File: src/rtl/alu_issue_stage_pkg.sv
// Shared encodings for the ALU issue path: control codes, op classes,
// R-type funct values and the issue-stage state enumeration.
package alu_issue_stage_pkg;

  typedef enum logic [2:0] {
    CTRL_AND = 3'b000,
    CTRL_OR  = 3'b001,
    CTRL_ADD = 3'b010,
    CTRL_SUB = 3'b110,
    CTRL_SLT = 3'b111
  } alu_ctrl_e;

  typedef enum logic [1:0] {
    ALU_OP_ADD   = 2'b00,
    ALU_OP_SUB   = 2'b01,
    ALU_OP_FUNCT = 2'b10,
    ALU_OP_RSVD  = 2'b11
  } alu_op_e;

  localparam logic [5:0] FUNCT_ADD = 6'b100000;
  localparam logic [5:0] FUNCT_SUB = 6'b100010;
  localparam logic [5:0] FUNCT_AND = 6'b100100;
  localparam logic [5:0] FUNCT_OR  = 6'b100101;
  localparam logic [5:0] FUNCT_SLT = 6'b101010;

  typedef enum logic [1:0] {
    ST_EMPTY = 2'b00,
    ST_FULL  = 2'b01,
    ST_TRAP  = 2'b10
  } stage_state_e;

endpackage

File: src/rtl/alu_control_decode.sv
// Combinational alu_op/funct decode into an ALU control code plus an
// illegal flag. Illegal ops still report ADD so 011 can never escape.
module alu_control_decode
  import alu_issue_stage_pkg::*;
(
  input  logic [1:0] alu_op,
  input  logic [5:0] funct,
  output logic [2:0] control,
  output logic       illegal
);

  // Map op class and funct field onto a control code
  always_comb begin
    control = CTRL_ADD;
    illegal = 1'b0;
    case (alu_op)
      ALU_OP_ADD: control = CTRL_ADD;
      ALU_OP_SUB: control = CTRL_SUB;
      ALU_OP_FUNCT: begin
        case (funct)
          FUNCT_ADD: control = CTRL_ADD;
          FUNCT_SUB: control = CTRL_SUB;
          FUNCT_AND: control = CTRL_AND;
          FUNCT_OR:  control = CTRL_OR;
          FUNCT_SLT: control = CTRL_SLT;
          default:   illegal = 1'b1;
        endcase
      end
      default: illegal = 1'b1;
    endcase
  end

endmodule

File: src/rtl/alu_issue_stage.sv
// Single-entry issue buffer between decode and the ALU. Holds one decoded
// op with its operands, supports back-to-back issue, flush of the held
// entry, and a sticky trap for unsupported ops until acknowledged.
//
// state    | meaning
// ---------+-----------------------------------------------
// ST_EMPTY | no entry held, ready to accept
// ST_FULL  | entry presented to the ALU (out_valid=1)
// ST_TRAP  | unsupported op trapped, waiting for illegal_ack
module alu_issue_stage
  import alu_issue_stage_pkg::*;
#(
  parameter int COUNT_W = 16
) (
  input  logic               clk,
  input  logic               reset,
  input  logic               in_valid,
  output logic               in_ready,
  input  logic [1:0]         alu_op,
  input  logic [5:0]         funct,
  input  logic [31:0]        src_a,
  input  logic [31:0]        src_b,
  output logic               out_valid,
  input  logic               out_ready,
  output logic [2:0]         control,
  output logic [31:0]        a_out,
  output logic [31:0]        b_out,
  input  logic               flush,
  output logic               illegal,
  input  logic               illegal_ack,
  output logic [COUNT_W-1:0] issue_count
);

  stage_state_e state, next_state;
  logic [2:0]   dec_control;
  logic         dec_illegal;
  logic         accept;
  logic         consume;
  logic         load;

  alu_control_decode u_decode (
    .alu_op  (alu_op),
    .funct   (funct),
    .control (dec_control),
    .illegal (dec_illegal)
  );

  // Handshakes; a flushed entry is dropped, never counted as consumed
  assign accept  = in_valid & in_ready;
  assign consume = out_valid & out_ready & ~flush;
  assign load    = accept & ~dec_illegal;

  // State register
  always_ff @(posedge clk or posedge reset) begin
    if (reset) state <= ST_EMPTY;
    else       state <= next_state;
  end

  // Next-state selection
  always_comb begin
    next_state = state;
    case (state)
      ST_EMPTY: begin
        if (accept) next_state = dec_illegal ? ST_TRAP : ST_FULL;
      end
      ST_FULL: begin
        if (flush)        next_state = ST_EMPTY;
        else if (accept)  next_state = dec_illegal ? ST_TRAP : ST_FULL;
        else if (consume) next_state = ST_EMPTY;
      end
      ST_TRAP: begin
        if (illegal_ack) next_state = ST_EMPTY;
      end
      default: next_state = ST_EMPTY;
    endcase
  end

  // State-derived handshake and status outputs
  always_comb begin
    in_ready  = 1'b0;
    out_valid = 1'b0;
    illegal   = 1'b0;
    case (state)
      ST_EMPTY: in_ready = ~flush;
      ST_FULL: begin
        in_ready  = out_ready & ~flush;
        out_valid = 1'b1;
      end
      ST_TRAP:  illegal = 1'b1;
      default:  in_ready = 1'b0;
    endcase
  end

  // Entry register; only a legal accept overwrites it
  always_ff @(posedge clk or posedge reset) begin
    if (reset) begin
      control <= 3'b000;
      a_out   <= '0;
      b_out   <= '0;
    end else if (load) begin
      control <= dec_control;
      a_out   <= src_a;
      b_out   <= src_b;
    end
  end

  // Count entries taken by the execute stage, wrapping naturally
  always_ff @(posedge clk or posedge reset) begin
    if (reset)        issue_count <= '0;
    else if (consume) issue_count <= issue_count + COUNT_W'(1);
  end

endmodule

File: config.mk
export PLATFORM = sky130hd
export DESIGN_NAME = alu_issue_stage
export DESIGN_NICKNAME = d
export VERILOG_FILES = /design/src/rtl/alu_issue_stage_pkg.sv /design/src/rtl/alu_control_decode.sv /design/src/rtl/alu_issue_stage.sv
export SDC_FILE = /design/constraint.sdc
export NUM_CORES = 1
export LEC_CHECK = 0
export CORE_ASPECT_RATIO = 0.7
export CORE_MARGIN = 2
export CORE_UTILIZATION = 35
export CTS_BUF_LIST = sky130_fd_sc_hd__clkbuf_8 sky130_fd_sc_hd__clkbuf_16
export DETAILED_ROUTE_END_ITERATION = 8
export GPL_TIMING_DRIVEN = 0
export HOLD_SLACK_MARGIN = 0.12
export PLACE_DENSITY = 0.72
export SYNTH_ARGS = -nofsm -noshare
export SYNTH_HDL_FRONTEND = slang
export SYNTH_SLANG_ARGS = --single-unit
File: constraint.sdc
create_clock -name clk -period 2.6 [get_ports clk]
set_input_delay 0.52 -clock clk [delete_from_list [all_inputs] [get_ports clk]]
set_output_delay 0.52 -clock clk [all_outputs]
set_load 0.01 [all_outputs]
=== Word level (Yosys, flattened, before mapping) ===
Cells that the tools add are included.

* Add/sub/neg operators: 1
* Equality and inequality tests: 12
* Muxes and demuxes: 14
* Bitwise operators: 7
* Reduce and logical (&&, ||, !) cells: 5

{| class="wikitable"
|+ Operators with widths
! cell !! count
|-
| 6-bit equality test, second input constant || 5
|-
| 16-bit by 1-bit adder with 16-bit output, second input constant || 1
|-
| 2-bit 2-to-1 mux || 6
|-
| 3-bit case mux with 4 select lines || 1
|-
| 2-bit case mux with 3 select lines || 1
|-
| 3-bit case mux with 2 select lines || 1
|-
| 1-bit AND || 5
|-
| 5-bit OR reduction || 1
|-
| 2-bit by 1-bit equality test with 1-bit output, second input constant || 2
|-
| 2-bit equality test, second input constant || 2
|-
| 2-bit zero test || 2
|-
| 2-bit inequality test, second input constant || 2
|-
| 4-bit inequality test, second input constant || 1
|-
| 1-bit case mux with 2 select lines || 2
|-
| 1-bit 2-to-1 mux || 3
|-
| 3-bit AND reduction || 1
|-
| 1-bit NOT || 2
|-
| 2-bit OR reduction || 1
|}

* Bits in registers: 85
* Input port bits: 78
* Output and inout port bits: 86

=== Logic depth before layout (Yosys ltp) ===
* Depth after elaboration: 8
* Mapped depth: 8
* Depth with buffers taken out: 6

=== Cells and area by module ===
From an unflattened synthesis, not the netlist that was laid out.

* Cells, all modules: 234
* Area total of the unflattened synthesis: 3,527.1 um2

{| class="wikitable"
|+ By module, submodules not included
! module !! instances !! cells an instance !! area an instance (um2)
|-
| alu_issue_stage || 1 || 212 || 3,378.2
|-
| alu_control_decode || 1 || 22 || 148.9
|}

=== Least setup slack after synthesis ===
OpenSTA, ideal clock, no wires.

* Kind: input to register
* Start: input alu_op[0]
* End: register b_out[10]
* Data arrival time: 2.037 ns
* Required time: 2.475 ns
* Path slack: 0.438 ns
* Stages on the path: 8
* Buffers on the path: 2
* Path through: inv_1 -> ha_1 -> nand3b_1 -> o41ai_2 -> nand3_1 -> buf_4 -> buf_6 -> mux2_4

* Longest elaborated chain between the ends: 5
* Elaborated cells between the ends (all ways): 7
* Classes of those cells: eq/ne (2); mux (1); bitwise (2); reduce/logical (2)

{| class="wikitable"
|+ RTL lines
! what !! RTL line !! source
|-
| start: declaration || alu_issue_stage.sv:19 || <nowiki>input logic [1:0] alu_op,</nowiki>
|-
| 2-bit by 1-bit equality test with 1-bit output or 2-bit zero test (tied branches) || alu_control_decode.sv:16 || <nowiki>case (alu_op)</nowiki>
|-
| 2-bit OR reduction (no source line) || n/a ||
|-
| 1-bit case mux with 2 select lines (*) || alu_control_decode.sv:16 ||
|-
| 1-bit NOT (*) || alu_issue_stage.sv:51 || <nowiki>assign load = accept & ~dec_illegal;</nowiki>
|-
| 1-bit AND (*) || alu_issue_stage.sv:51 ||
|-
| end signal: assignment || alu_issue_stage.sv:103 || <nowiki>b_out <= src_b;</nowiki>
|-
| end: declaration || alu_issue_stage.sv:27 || <nowiki>output logic [31:0] b_out,</nowiki>
|}

Mark *: on every way between the ends. The rest lies on a longest branch, timed or not.
A chain may end at the register's enable or synchronous reset.

=== Final worst setup path ===
* Start: input alu_op[1]
* End: register a_out[3]

* Longest elaborated chain between the ends: 5
* Elaborated cells between the ends (all ways): 7
* Classes of those cells: eq/ne (2); mux (1); bitwise (2); reduce/logical (2)

{| class="wikitable"
|+ RTL lines
! what !! RTL line !! source
|-
| 2-bit by 1-bit equality test with 1-bit output or 2-bit zero test (tied branches) || alu_control_decode.sv:16 ||
|-
| 2-bit OR reduction (no source line) || n/a ||
|-
| 1-bit case mux with 2 select lines (*) || alu_control_decode.sv:16 ||
|-
| 1-bit NOT (*) || alu_issue_stage.sv:51 ||
|-
| 1-bit AND (*) || alu_issue_stage.sv:51 ||
|-
| end signal: assignment || alu_issue_stage.sv:102 || <nowiki>a_out <= src_a;</nowiki>
|-
| end: declaration || alu_issue_stage.sv:26 || <nowiki>output logic [31:0] a_out,</nowiki>
|}

Marks and branches as above.

==> impl_results.md <==
* Crit Path Max Fanout at 10
* CTS Hold Buffers Added at 0
* Fillers at 779
* Final Hold Fails at 0
* Hold crit path type: in -> async
* Yosys cell types at 35
* FFs w/ async S/R, synth at 1.000
* Ys Warns at 0
* Cts bufs inserted at 9
* Crit path launch type: input port
* Most common flop cell mapped by yosys: dfrtp_1
* Synthesized area per cell at 14.85 um^2
* VDD IR max at 0.0004200 V
* Fin area at 0.005773 mm^2
* RSZ-0062 raised after global routing: false
* Total power draw at 4.807 mW
* First-pass GRT wire length at 13910 um
* Clock root buffer: clkbuf_16
* Final Util at 0.5870
* WP data arrival at 2.62 ns
* Die height at 88.62 um
* Clk buf depth at 2
* Antenna Cells at 0
* Slew Viols, Final at 0
* Sequential area share after synthesis at 0.5942
* Synth Register Bits at 85
* Synth Cell Area at 0.003580 mm^2
* Outcome: completed
* Synth area leaders: dfrtp_1, mux2_4, mux2_2
* # nets final at 501
* Syn-to-layout area delta at 61.27%
* Max Cap Violations at 0
* Pin count of the biggest net entering global routing at 43
* Initial Utilization at 0.3640
* Site row count at 30
* Number of global-route vias before repair at 2615
* CTS tree: built
* Final min period at 2.411 ns
* Share of cells above drive strength 1 at 0.2311
* # clock sinks at 85
* Final ANT Viol Nets at 0
* Initial antenna violation count at 0
* Drt wl/cell at 15.52 um
* Worst slew pin tran at 0.3537 ns
* H-tree levels at 3
* Clock slew at reported path FFs at 0.06 ns
* Critical path type: in -> reg
* Max Freq at 0.4148 GHz
* Synthesized instance count at 241
* Pwr/cell area at 832.7 mW/mm^2
* Post-synth EDFFs at 0
* Die Span X at 124.9 um
* Global-route congestion overflow total at 0
* Die ar. at 0.01107 mm^2
* Final WL at 8569 um
* Post-DP Area at 0.005415 mm^2
* Cells after DPL at 534
* Final GP Congestion at 0.7445
* Top cell type's share of synthesized area at 0.5942
* DRT Pass-1 Iters at 4
* Worst Path Required at 2.81 ns
* Vias post-DR at 2524
* CP endpoint kind: flip-flop
* Hpwl dp at 6283 um
* Final Setup Violations at 0
* Leak at 2.564 nW
* DRT iter0 DRCs at 130
* Cell Count, Final, Fillers Out at 552
* DRC viols at 0
* Cell taking the most area after synthesis: dfrtp_1
* Core Region at 0.009834 mm^2
* R2R Setup Slk at 0.66 ns
* Later-pin clock latency in the skew report at 0.33 ns
* # IOs at 164
* Vias per std cell at 4.572
* Sum of negative setup slack at 0 ns
* Gr usage total at 0.1620
* Worst slew margin at 0.7637
* Syn Nets at 323
* Clock Skews at 0.007400 ns
* Final Cycle Share at 0.9272
* Buffers added on ports at 163
==> through the flow <==
step / setup WS (ns) / hold slack, ns
2_1_floorplan: 0.4376 / 0.4819
3_3_place_gp: -0.4019 / 0.4576
3_5_place_dp: -0.4540 / 0.4602
4_1_cts: 0.04476 / 0.4491
5_1_grt: 0.05191 / 0.4572
6_report: 0.1892 / 0.4591
==> worst paths after layout <==
kind                                   end            start  cells after the start
max                               a_out[3]        alu_op[1]                      9
min                               b_out[2]            reset                      2
max reg2reg                issue_count[15]         state[1]                      5
min reg2reg                issue_count[15]  issue_count[15]                      1
max in group asynchronous        b_out[17]            reset                      3
min in group clk           issue_count[15]  issue_count[15]                      1
==> registers in the layout (all words and copies together) (netlist names) <==
signal	count
a_out	32
b_out	32
issue_count	16
control	3
state	2
==> worst max-delay path, cell delays in order <==
cell and delay (ns):
clkdlybuf4s50_1 0.48, inv_1 0.06, ha_1 0.19, o21bai_1 0.32, o41ai_4 0.16, nand3_2 0.13, buf_4 0.14, buf_2 0.24
mux2_2 0.37
==> logic make-up (layout without fill, tap and decap cells) <==
group / after synthesis / after routing / synth area share
AO/OA/AOI/OAI: 11 / 11 / 0.02727
adder cells (fa/ha/maj): 4 / 4 / 0.01398
AND/OR/NAND/NOR: 38 / 38 / 0.05628
flip-flops: 85 / 85 / 0.5942
multiplexers: 67 / 67 / 0.2412
XOR/XNOR: 15 / 15 / 0.03670
buffers and inverters: 21 / 204 / 0.03041
==> area by class of cell <==
class / instances / area, um^2 / area share
inverter: 13 / 52.55 / 0.009103
multi-input combinational: 135 / 1360 / 0.2356
clock inverter: 6 / 87.58 / 0.01517
tap: 128 / 160.2 / 0.02774
timing repair buffer: 167 / 1687 / 0.2922
clock buffer: 10 / 239.0 / 0.04140
sequential: 85 / 2127 / 0.3684
buffer: 8 / 60.06 / 0.01040
==> layer usage <==
layer	GRT usage	routed length (um)	up-vias
met2	0.2310	3680	104
li1	-	-	1195
met4	0.04545	65	0
met5	0	0	-
met1	0.2330	4192	1218
met3	0.05985	631	7
==> Yosys cell counts (2+ instances only) <==
cell type	number
inv_1	13
ha_1	4
and2_1	2
xor2_1	8
mux2_4	29
dfrtp_1	85
nand3_1	5
nand2_1	4
nor2_1	10
nor3_1	4
nor2b_1	3
mux2_2	38
xnor2_1	7
buf_6	3
o32ai_1	2
nand4_1	3
buf_2	3
==> timing repair <==
action	in CTS	in global routing
setup buffers	1	1
resized for setup	2	0
endpoints found under the hold margin	0	0
endpoints found under the setup margin	29	58
gates cloned	0	0
pin swaps	1	2
==> where the power goes <==
part           internal [mW]  switching [mW]
sequential              1.67           0.192
clock                  0.865           0.511
combinational           1.05           0.513
==> layout by cell type (no fill, tap or decap), types with 2 or more instances in the layout <==
cell type	Yosys	routed
bufinv_16	0	2
dfrtp_1	85	85
clkinvlp_4	0	3
clkbuf_16	0	9
o32ai_1	2	2
ha_1	4	4
xor2_1	8	8
clkdlybuf4s50_1	0	163
buf_4	1	3
buf_6	3	3
nor2_1	10	10
mux2_4	29	29
nor3_1	4	4
nand3_1	5	4
nand4_1	3	3
mux2_2	38	38
inv_1	13	13
and2_1	2	2
nand2_1	4	4
nor2b_1	3	3
xnor2_1	7	7
buf_12	0	2
buf_2	3	3
No activity file was read; power rests on OpenSTA's default activity.
